$ cat config.mk
export PLATFORM = sky130hd
export DESIGN_NAME = pipeline_hazard_ctrl_flat
export DESIGN_NICKNAME = d
export VERILOG_FILES = /design/src/rtl/pipeline_hazard_ctrl_pkg.sv /design/src/rtl/pipeline_hazard_ctrl_if.sv /design/src/rtl/pipeline_hazard_ctrl_load_use_detect.sv /design/src/rtl/pipeline_hazard_ctrl.sv /design/src/flat_wrapper.sv
export SDC_FILE = /design/constraint.sdc
export NUM_CORES = 1
export LEC_CHECK = 0
export BUFFER_PORTS_ARGS = -buffer_cell sky130_fd_sc_hd__buf_2
export CORE_ASPECT_RATIO = 1.25
export CORE_UTILIZATION = 50
export CTS_BUF_LIST = sky130_fd_sc_hd__clkbuf_4
export DETAILED_ROUTE_END_ITERATION = 8
export PLACE_DENSITY = 0.76
export SLEW_MARGIN = 0
export SYNTH_ARGS = -nofsm -noshare
export SYNTH_HDL_FRONTEND = slang
export SYNTH_HIERARCHICAL = 1
export SYNTH_SLANG_ARGS = --single-unit
$ cat constraint.sdc
create_clock -name clk_i -period 2.6 [get_ports clk_i]
set_input_delay 0.52 -clock clk_i [delete_from_list [all_inputs] [get_ports clk_i]]
set_output_delay 0.52 -clock clk_i [all_outputs]
set_load 0.005 [all_outputs]
$ cat src/rtl/pipeline_hazard_ctrl_pkg.sv
// -----------------------------------------------------------------------------
// pipeline_ctrl_pkg
// Shared types and constants for the pipeline hazard controller:
//   state_t   - MDU sequencing states (RUN, MDU_WAIT, MDU_DONE)
//   REG_W     - width of a register specifier
//   REG_ZERO  - the hard-wired zero register, which never creates a hazard
//   reg_hit() - "this source operand is read and names the given register"
// -----------------------------------------------------------------------------
package pipeline_ctrl_pkg;

    localparam int unsigned REG_W = 5;
    localparam logic [REG_W-1:0] REG_ZERO = 5'd0;

    typedef enum logic [1:0] {
        RUN      = 2'd0,
        MDU_WAIT = 2'd1,
        MDU_DONE = 2'd2
    } state_t;

    // True when a source operand is actually read and matches the destination.
    function automatic logic reg_hit(input logic             uses,
                                     input logic [REG_W-1:0] src,
                                     input logic [REG_W-1:0] dst);
        return uses && (src == dst);
    endfunction

endpackage

$ cat src/rtl/pipeline_hazard_ctrl_if.sv
// -----------------------------------------------------------------------------
// pipeline_hazard_ctrl_if
// Groups the ID/EX hazard inputs and the stall/flush controls exchanged between
// the pipeline datapath (master) and the hazard controller (slave).
//   ID fields : id_rs_i, id_rt_i, id_uses_rs_i, id_uses_rt_i, id_mdu_start_i
//   EX fields : ex_mem_read_i, ex_rd_i, ex_branch_taken_i
//   Controls  : pc_stall_o, if_id_stall_o, if_id_flush_o, id_ex_bubble_o,
//               mdu_busy_o, stall_cycles_o[CNT_W]
// -----------------------------------------------------------------------------
interface pipeline_hazard_ctrl_if #(
    parameter int unsigned CNT_W = 16
);
    import pipeline_ctrl_pkg::*;

    logic [REG_W-1:0] id_rs_i;
    logic [REG_W-1:0] id_rt_i;
    logic             id_uses_rs_i;
    logic             id_uses_rt_i;
    logic             id_mdu_start_i;
    logic             ex_mem_read_i;
    logic [REG_W-1:0] ex_rd_i;
    logic             ex_branch_taken_i;

    logic             pc_stall_o;
    logic             if_id_stall_o;
    logic             if_id_flush_o;
    logic             id_ex_bubble_o;
    logic             mdu_busy_o;
    logic [CNT_W-1:0] stall_cycles_o;

    // Pipeline side: supplies the decoded fields, consumes the controls.
    modport master (
        output id_rs_i, id_rt_i, id_uses_rs_i, id_uses_rt_i, id_mdu_start_i,
               ex_mem_read_i, ex_rd_i, ex_branch_taken_i,
        input  pc_stall_o, if_id_stall_o, if_id_flush_o, id_ex_bubble_o,
               mdu_busy_o, stall_cycles_o
    );

    // Controller side.
    modport slave (
        input  id_rs_i, id_rt_i, id_uses_rs_i, id_uses_rt_i, id_mdu_start_i,
               ex_mem_read_i, ex_rd_i, ex_branch_taken_i,
        output pc_stall_o, if_id_stall_o, if_id_flush_o, id_ex_bubble_o,
               mdu_busy_o, stall_cycles_o
    );

endinterface

$ cat src/rtl/pipeline_hazard_ctrl_load_use_detect.sv
// -----------------------------------------------------------------------------
// load_use_detect
// Combinational load-use hazard detector: the instruction in EX is a load whose
// destination (other than the zero register) is read by the instruction in ID.
//   id_rs_i, id_rt_i, id_uses_rs_i, id_uses_rt_i : ID source operands
//   ex_mem_read_i, ex_rd_i                       : EX load and its destination
//   load_use_o                                   : hazard present this cycle
// -----------------------------------------------------------------------------
module load_use_detect
    import pipeline_ctrl_pkg::*;
(
    input  logic [REG_W-1:0] id_rs_i,
    input  logic [REG_W-1:0] id_rt_i,
    input  logic             id_uses_rs_i,
    input  logic             id_uses_rt_i,
    input  logic             ex_mem_read_i,
    input  logic [REG_W-1:0] ex_rd_i,
    output logic             load_use_o
);

    // Hazard only when a load targets a real register that ID actually reads.
    always_comb begin
        load_use_o = 1'b0;
        if (ex_mem_read_i && (ex_rd_i != REG_ZERO)) begin
            load_use_o = reg_hit(id_uses_rs_i, id_rs_i, ex_rd_i) ||
                         reg_hit(id_uses_rt_i, id_rt_i, ex_rd_i);
        end else begin
            load_use_o = 1'b0;
        end
    end

endmodule

$ cat src/rtl/pipeline_hazard_ctrl.sv
// -----------------------------------------------------------------------------
// pipeline_hazard_ctrl
// Central stall/flush controller for the 5-stage pipeline.
//   clk_i  : clock, rising edge
//   rst_i  : asynchronous reset, active-high; forces every output to 0
//   hz     : pipeline_hazard_ctrl_if.slave - ID/EX fields in, stall/flush
//            controls, MDU busy flag and stall-cycle counter out
// Priority: taken branch flush > load-use stall > MDU stall sequencing.
// Stall controls are combinational from inputs and registered state; the FSM,
// MDU down-counter and saturating stall counter are registered.
// -----------------------------------------------------------------------------
module pipeline_hazard_ctrl
    import pipeline_ctrl_pkg::*;
#(
    parameter int unsigned MDU_LATENCY = 4,
    parameter int unsigned CNT_W       = 16
) (
    input logic                  clk_i,
    input logic                  rst_i,
    pipeline_hazard_ctrl_if.slave hz
);

    // The cycle that starts the op is the first stall, so the counter covers the rest.
    localparam logic [7:0]       MDU_LOAD = 8'(MDU_LATENCY - 32'd1);
    localparam logic [CNT_W-1:0] CNT_MAX  = {CNT_W{1'b1}};
    localparam logic [CNT_W-1:0] CNT_ONE  = {{(CNT_W-1){1'b0}}, 1'b1};

    state_t           state_r;
    state_t           state_nxt_s;
    logic [7:0]       cnt_r;
    logic [7:0]       cnt_nxt_s;
    logic [CNT_W-1:0] stall_cnt_r;

    logic load_use_s;
    logic stall_s;
    logic flush_s;
    logic bubble_s;
    logic busy_s;

    load_use_detect u_load_use_detect (
        .id_rs_i       (hz.id_rs_i),
        .id_rt_i       (hz.id_rt_i),
        .id_uses_rs_i  (hz.id_uses_rs_i),
        .id_uses_rt_i  (hz.id_uses_rt_i),
        .ex_mem_read_i (hz.ex_mem_read_i),
        .ex_rd_i       (hz.ex_rd_i),
        .load_use_o    (load_use_s)
    );

    // Output priority mux: branch flush, then load-use, then MDU stall.
    always_comb begin
        stall_s  = 1'b0;
        flush_s  = 1'b0;
        bubble_s = 1'b0;
        busy_s   = 1'b0;
        if (rst_i) begin
            stall_s  = 1'b0;
            flush_s  = 1'b0;
            bubble_s = 1'b0;
            busy_s   = 1'b0;
        end else begin
            busy_s = (state_r == MDU_WAIT);
            if (hz.ex_branch_taken_i) begin
                flush_s  = 1'b1;
                bubble_s = 1'b1;
            end else if (load_use_s && (state_r != MDU_WAIT)) begin
                stall_s  = 1'b1;
                bubble_s = 1'b1;
            end else if ((state_r == RUN) && hz.id_mdu_start_i) begin
                stall_s  = 1'b1;
                bubble_s = 1'b1;
            end else if (state_r == MDU_WAIT) begin
                stall_s  = 1'b1;
                bubble_s = 1'b1;
            end else begin
                // MDU_DONE ignores id_mdu_start_i so the op is not re-triggered.
                stall_s  = 1'b0;
                bubble_s = 1'b0;
            end
        end
    end

    // MDU sequencing next-state and down-counter; a taken branch aborts the wait.
    always_comb begin
        state_nxt_s = state_r;
        cnt_nxt_s   = cnt_r;
        if (hz.ex_branch_taken_i) begin
            state_nxt_s = RUN;
            cnt_nxt_s   = 8'd0;
        end else begin
            case (state_r)
                RUN: begin
                    if (load_use_s) begin
                        // MDU start is deferred until the load-use bubble clears.
                        state_nxt_s = RUN;
                    end else if (hz.id_mdu_start_i) begin
                        state_nxt_s = MDU_WAIT;
                        cnt_nxt_s   = MDU_LOAD;
                    end else begin
                        state_nxt_s = RUN;
                    end
                end
                MDU_WAIT: begin
                    if (cnt_r == 8'd1) begin
                        state_nxt_s = MDU_DONE;
                        cnt_nxt_s   = 8'd0;
                    end else begin
                        cnt_nxt_s = cnt_r - 8'd1;
                    end
                end
                MDU_DONE: begin
                    state_nxt_s = RUN;
                end
                default: begin
                    state_nxt_s = RUN;
                    cnt_nxt_s   = 8'd0;
                end
            endcase
        end
    end

    // State, down-counter and saturating stall-cycle counter registers.
    always_ff @(posedge clk_i or posedge rst_i) begin
        if (rst_i) begin
            state_r     <= RUN;
            cnt_r       <= 8'd0;
            stall_cnt_r <= '0;
        end else begin
            state_r <= state_nxt_s;
            cnt_r   <= cnt_nxt_s;
            if (stall_s && (stall_cnt_r != CNT_MAX)) begin
                stall_cnt_r <= stall_cnt_r + CNT_ONE;
            end else begin
                stall_cnt_r <= stall_cnt_r;
            end
        end
    end

    assign hz.pc_stall_o     = stall_s;
    assign hz.if_id_stall_o  = stall_s;
    assign hz.if_id_flush_o  = flush_s;
    assign hz.id_ex_bubble_o = bubble_s;
    assign hz.mdu_busy_o     = busy_s;
    assign hz.stall_cycles_o = rst_i ? '0 : stall_cnt_r;

endmodule

$ cat src/flat_wrapper.sv
// flat-port wrapper written by rule: the top's interface ports become plain ports
module pipeline_hazard_ctrl_flat import pipeline_ctrl_pkg::*;
#(
    parameter int unsigned MDU_LATENCY = 4,
    parameter int unsigned CNT_W       = 16
)
  (clk_i, rst_i, hz_id_rs_i, hz_id_rt_i, hz_id_uses_rs_i, hz_id_uses_rt_i, hz_id_mdu_start_i, hz_ex_mem_read_i, hz_ex_rd_i, hz_ex_branch_taken_i, hz_pc_stall_o, hz_if_id_stall_o, hz_if_id_flush_o, hz_id_ex_bubble_o, hz_mdu_busy_o, hz_stall_cycles_o);
  pipeline_hazard_ctrl_if #(.CNT_W(CNT_W)) hz_i ();
  input logic clk_i;
  input logic rst_i;
  input wire logic [$bits(hz_i.id_rs_i)-1:0] hz_id_rs_i;
  input wire logic [$bits(hz_i.id_rt_i)-1:0] hz_id_rt_i;
  input wire logic [$bits(hz_i.id_uses_rs_i)-1:0] hz_id_uses_rs_i;
  input wire logic [$bits(hz_i.id_uses_rt_i)-1:0] hz_id_uses_rt_i;
  input wire logic [$bits(hz_i.id_mdu_start_i)-1:0] hz_id_mdu_start_i;
  input wire logic [$bits(hz_i.ex_mem_read_i)-1:0] hz_ex_mem_read_i;
  input wire logic [$bits(hz_i.ex_rd_i)-1:0] hz_ex_rd_i;
  input wire logic [$bits(hz_i.ex_branch_taken_i)-1:0] hz_ex_branch_taken_i;
  output wire logic [$bits(hz_i.pc_stall_o)-1:0] hz_pc_stall_o;
  output wire logic [$bits(hz_i.if_id_stall_o)-1:0] hz_if_id_stall_o;
  output wire logic [$bits(hz_i.if_id_flush_o)-1:0] hz_if_id_flush_o;
  output wire logic [$bits(hz_i.id_ex_bubble_o)-1:0] hz_id_ex_bubble_o;
  output wire logic [$bits(hz_i.mdu_busy_o)-1:0] hz_mdu_busy_o;
  output wire logic [$bits(hz_i.stall_cycles_o)-1:0] hz_stall_cycles_o;
  assign hz_i.id_rs_i = hz_id_rs_i;
  assign hz_i.id_rt_i = hz_id_rt_i;
  assign hz_i.id_uses_rs_i = hz_id_uses_rs_i;
  assign hz_i.id_uses_rt_i = hz_id_uses_rt_i;
  assign hz_i.id_mdu_start_i = hz_id_mdu_start_i;
  assign hz_i.ex_mem_read_i = hz_ex_mem_read_i;
  assign hz_i.ex_rd_i = hz_ex_rd_i;
  assign hz_i.ex_branch_taken_i = hz_ex_branch_taken_i;
  assign hz_pc_stall_o = hz_i.pc_stall_o;
  assign hz_if_id_stall_o = hz_i.if_id_stall_o;
  assign hz_if_id_flush_o = hz_i.if_id_flush_o;
  assign hz_id_ex_bubble_o = hz_i.id_ex_bubble_o;
  assign hz_mdu_busy_o = hz_i.mdu_busy_o;
  assign hz_stall_cycles_o = hz_i.stall_cycles_o;
  pipeline_hazard_ctrl #(.MDU_LATENCY(MDU_LATENCY), .CNT_W(CNT_W)) u_core (.clk_i(clk_i), .rst_i(rst_i), .hz(hz_i));
endmodule
# Word level (Yosys, flattened, before mapping)

Index checks and enable logic that the tools add are counted.

Register bits after elaboration: 26
Input bits: 22
Logic and storage cells: 48

Add/sub/neg operators: 2
Equal/unequal tests: 11
Muxes and demuxes: 22
Reductions and logical operators: 10

Operators with widths:

| kind                  | number |
|---|---|
| $mux 8                | 4 |
| $pmux 8 s3            | 1 |
| $add 16x1->16 const B | 1 |
| $mux 16               | 1 |
| $ne 16x16->1 const B  | 1 |
| $mux 1                | 12 |
| $eq 5x5->1            | 2 |
| $ne 3x3->1 const B    | 3 |
| $eq 8x1->1 const B    | 1 |
| $sub 8x1->8 const B   | 1 |
| $logic_and 1x1->1     | 6 |
| $mux 2                | 3 |
| $reduce_bool 5->1     | 1 |
| $pmux 2 s2            | 1 |
| $reduce_and 3->1      | 1 |
| $eq 2x1->1 const B    | 1 |
| $eq 2x2->1 const B    | 1 |
| $logic_not 2->1       | 1 |
| $ne 2x1->1 const B    | 1 |
| $ne 2x2->1 const B    | 1 |
| $logic_or 1x1->1      | 1 |

# Longest topological paths before layout

Depth in word-level cells: 9
Mapped depth: 9
Gate-level depth less buffers: 8

# Modules after synthesis

The synthesis kept the hierarchy.

Modules (own cells, without submodules):

| module               | times used | cells each | area each (sq um) | seq. area each (sq um) |
|---|---|---|---|---|
| pipeline_hazard_ctrl | 1          | 158        | 1549.0            | 650.6 |
| load_use_detect      | 1          | 17         | 133.9             | 0.0 |

# Worst setup path after synthesis

No wires, ideal clock.

Path kind: input to output
Start: input hz_ex_rd_i[1]
End: output hz_pc_stall_o
Arrival time: 1.985 ns
Setup slack: 0.095 ns
Stages: 7
Buffers on the path: 2
Path through: or4_1 o21ai_1 a21oi_1 o21ai_0 clkbuf_1 inv_1 buf_4

Word-level cells in the longest chain between the ends: 8

RTL lines:

| what                        | line                                       | RTL |
|---|---|---|
| start: declaration          | flat_wrapper.sv:17                         | `input wire logic [$bits(hz_i.ex_rd_i)-1:0] hz_ex_rd_i;` |
| $eq 5x5->1                  | pipeline_hazard_ctrl_pkg.sv:24             | `return uses && (src == dst);` |
| $logic_and 1x1->1           | pipeline_hazard_ctrl_pkg.sv:24             |  |
| $logic_or 1x1->1            | pipeline_hazard_ctrl_load_use_detect.sv:25 | `load_use_o = reg_hit(id_uses_rs_i, id_rs_i, ex_rd_i) \|\|` |
| $mux 1 (*)                  | pipeline_hazard_ctrl_load_use_detect.sv:24 | `if (ex_mem_read_i && (ex_rd_i != REG_ZERO)) begin` |
| named net u_core.load_use_s | pipeline_hazard_ctrl.sv:34                 | `logic load_use_s;` |
| $logic_and 1x1->1 (*)       | pipeline_hazard_ctrl.sv:66                 | `end else if (load_use_s && (state_r != MDU_WAIT)) begin` |
| $mux 1 (*)                  | pipeline_hazard_ctrl.sv:66                 |  |
| $mux 1 (*)                  | pipeline_hazard_ctrl.sv:63                 | `if (hz.ex_branch_taken_i) begin` |
| $mux 1 (*)                  | pipeline_hazard_ctrl.sv:56                 | `if (rst_i) begin` |
| end: declaration            | flat_wrapper.sv:19                         | `output wire logic [$bits(hz_i.pc_stall_o)-1:0] hz_pc_stall_o;` |

Mark *: on every way through the listed nets, which the timed path passes. The rest lies on a longest branch.

# Worst setup path after layout

Start: input hz_ex_rd_i[1]
End: output hz_id_ex_bubble_o

Word-level cells in the longest chain between the ends: 8

RTL lines:

| what                        | line                                       | RTL |
|---|---|---|
| $eq 5x5->1                  | pipeline_hazard_ctrl_pkg.sv:24             |  |
| $logic_and 1x1->1           | pipeline_hazard_ctrl_pkg.sv:24             |  |
| $logic_or 1x1->1            | pipeline_hazard_ctrl_load_use_detect.sv:25 |  |
| $mux 1 (*)                  | pipeline_hazard_ctrl_load_use_detect.sv:24 |  |
| named net u_core.load_use_s | pipeline_hazard_ctrl.sv:34                 |  |
| $logic_and 1x1->1 (*)       | pipeline_hazard_ctrl.sv:66                 |  |
| $mux 1 (*)                  | pipeline_hazard_ctrl.sv:66                 |  |
| $mux 1 (*)                  | pipeline_hazard_ctrl.sv:63                 |  |
| $mux 1 (*)                  | pipeline_hazard_ctrl.sv:56                 |  |
| end: declaration            | flat_wrapper.sv:22                         | `output wire logic [$bits(hz_i.id_ex_bubble_o)-1:0] hz_id_ex_bubble_o;` |

Marks and branches as above.

==> impl_metrics.yaml <==
synthesis:
  synth-simple-area-share_pct: 28.5
  yosys_warnings: 6
  synth-xor-area-share_pct: 15.6
  synth_top_family_by_area: "simple AND/OR/NAND/NOR gates"
  synth_adder_area_share_pct: 2.23
  synth-async-reset-ratio_pct: 100
  synth_compound_area_share_pct: 9.96
  ys_ff_latch: 26
  ys_seq_area_share_pct: 38.7
  synth-edff-count: 0
  synth_mux_area_share_pct: 0.669
  synth.cell_area_sq_mm: 0.00168
  postSynthAreaPerCell_sq_um: 9.62
  syn_nets: 200
  synth.distinct_cells: 46
  netlist_instances: 175
  ys.flop_type: "dfrtp_1"
final_layout:
  ff_latch_area_sq_um: 651
  mostFrequentLayoutCells: "buf_2, dfrtp_1, xor2_1"
  syn2layout_area_growth_pct: 18.1
  drive_above_1_share_pct: 31.2
  num-nets-final: 248
  fillCellCount: 293
  final_common_cell: "buf_2"
  multiInputGateArea_sq_um: 972
  insertedDiodeCount: 0
  instances_no_fill: 258
  finalInstanceArea_sq_mm: 0.00199
  final_core_util_pct: 62.2
route:
  post-route-drc-count: 0
  firstDrtPassIters: 4
  drt_iter0_drc: 24
  wirelength_mm: 3.56
  dr_total_vias: 1413
  drtAntennaViolNets: 0
  via_per_inst: 5.48
  wl_per_cell_um: 13.8
die:
  core.rowCount: 23
  die_y_um: 66.9
  core_area_sq_mm: 0.00319
  ioPinCount: 43
  die_w_um: 53.9
  initial_core_util_pct: 52.7
  die-area_sq_mm: 0.00360
cts:
  cts.path.max_buffers: 2
  htreeDepth: 1
  clk_pin_slew_ns: 0.13
  clock-root-buffer: "clkbuf_4"
  clock_sinks: 26
  worst_skew_pair.late_latency_ns: 0.31
  tritoncts: "done"
  cts_buffers: 3
critical_path:
  reg2reg_from: "u_core/stall_cnt_r[0]"
  crit_type: "in2out"
  crit_required_ns: 2.08
  rr_worst_depth: 6
  end_kind: "primary output"
  rrSetupSlack_ns: 0.70
  worstPathMaxFanout: 4
  start_kind: "input pin"
  arrival_ns: 1.93
  r2r_end: "u_core/stall_cnt_r[0]"
timing:
  setup-violations-final: 0
  tightest_slew_ns: 0.574
  max_slew_margin_pct: 61.6
  hold_viol: 0
  finalCritPeriodShare_pct: 94.4
  max_freq_mhz: 408
  slew_violations: 0
  grt_setup_unrepaired: "no"
  finalSetupTns_ns: 0
  min_period_ns: 2.45
  skew_ns: 0.00264
placement:
  placed_cell_area_sq_mm: 0.00195
  gp_congestion: 0.804
  placedCellCount: 255
  portBuffers: 42
  dp_hpwl_mm: 2.72
global_route:
  grt-ovfl-total: 0
  grt_pass1_wl_mm: 5.95
  grt_use_total_pct: 22.7
  grt_max_degree: 22
  grt_pass1_vias: 1435
  antenna_found_initial: 0
power_and_ir_drop:
  finalPower_w: 0.00107
  leakage_nw: 0.994
  ir_worst_vdd_mv: 0.463
  powerDensity_mw_per_mm2: 539
hold_path:
  hold_class: "in2async"
job:
  maxCapViolCount: 0
run_status:
  status: "finished, final reports clean"
-- metrics by stage --
step           hold WS [ns]  setup slack [ns]
2_1_floorplan         0.455            0.0950
3_3_place_gp          0.477            -0.118
3_5_place_dp          0.493            -0.198
4_1_cts               0.380            0.0526
5_1_grt               0.427            0.0115
6_report              0.375             0.147
-- worst max-delay path by stage --
| stage | cells after the start | start | to | slack [ns] |
|---|---|---|---|---|
| 3_5_place_dp | 7 | hz_ex_rd_i[1] | hz_pc_stall_o | -0.20 |
| 3_3_place_gp | 7 | hz_ex_rd_i[1] | hz_pc_stall_o | -0.12 |
| 4_1_cts | 7 | hz_ex_rd_i[1] | hz_pc_stall_o | 0.05 |
| 2_1_floorplan | 7 | hz_ex_rd_i[1] | hz_pc_stall_o | 0.09 |
| 6_report | 10 | hz_ex_rd_i[1] | hz_id_ex_bubble_o | 0.15 |
| 5_1_grt | 10 | hz_ex_rd_i[1] | hz_id_ex_bubble_o | 0.01 |
-- where the power goes --
group	switching, W	internal (W)	leakage [nW]	total [W]
logic	0.000166	0.000184	0.640	0.000350
clock network	0.000110	0.0000542	0.0138	0.000165
registers	0.0000895	0.000467	0.340	0.000557
total	0.000366	0.000706	0.994	0.00107
-- routing by layer --
metal  vias up  share of wire, %  track usage [%]
li1        701                 -                -
met1       673                44             26.9
met2        29                51             38.3
met3        10               2.4             2.28
met4         0               2.9             13.2
met5         -                 0                0
-- flip-flops by register name, summed over array words and instances, names as in the netlist --
name,count
u_core/stall_cnt_r,16
u_core/cnt_r,8
u_core/state_r,2
-- Yosys cell counts (2+ instances only) --
library cell	count	share of area, %
ha_1	3	2.2
nor3_1	16	4.8
inv_1	7	1.6
buf_4	2	0.89
dfrtp_1	26	39
nor3b_1	2	0.89
and3_1	3	1.1
nand3_1	5	1.5
xnor2_1	7	3.6
nand2_1	6	1.3
xor2_1	23	12
o21ai_0	3	0.89
nor4_1	2	0.74
clkbuf_1	3	0.67
nor2b_1	16	5.9
nor2_1	14	3.1
or2b_2	2	1.0
a211oi_1	3	1.3
nand4_1	4	1.5
a21oi_1	2	0.59
-- cells by family (layout without fill, tap and decap cells) --
| logic type | count (synthesis) | after routing |
|---|---|---|
| AOI/OAI and AO/OA | 20 | 20 |
| xor gates and xnor gates | 30 | 30 |
| DFF | 26 | 26 |
| buffers and inverters | 14 | 60 |
| muxes | 1 | 1 |
| adders and majority gates | 3 | 3 |
| and+or+nand+nor | 81 | 81 |
-- what timing repair did --
item	in CTS	in global routing
endpoints found under the setup margin	2	3
pin swaps	0	0
hold buffers	0	0
buffers inserted	0	0
gates resized for setup	1	3
-- critical path: stages --
cell and delay, ns:
buf_2 0.10, buf_4 0.13, xor2_1 0.16, nor4_2 0.28, nand3_1 0.12, a21oi_2 0.20, buf_4 0.16, nor3_1 0.05
nor2_1 0.08, buf_2 0.13
-- final cells by class --
| type | count | share of cell area, % |
|---|---|---|
| Timing Repair Buffer | 50 | 13.6 |
| Tap cell | 37 | 2.33 |
| Multi-Input combinational cell | 135 | 48.9 |
| Inverter | 7 | 1.32 |
| Sequential cell | 26 | 32.7 |
| Clock buffer | 3 | 1.13 |
Note: power is estimated with default switching activity, not from simulation.
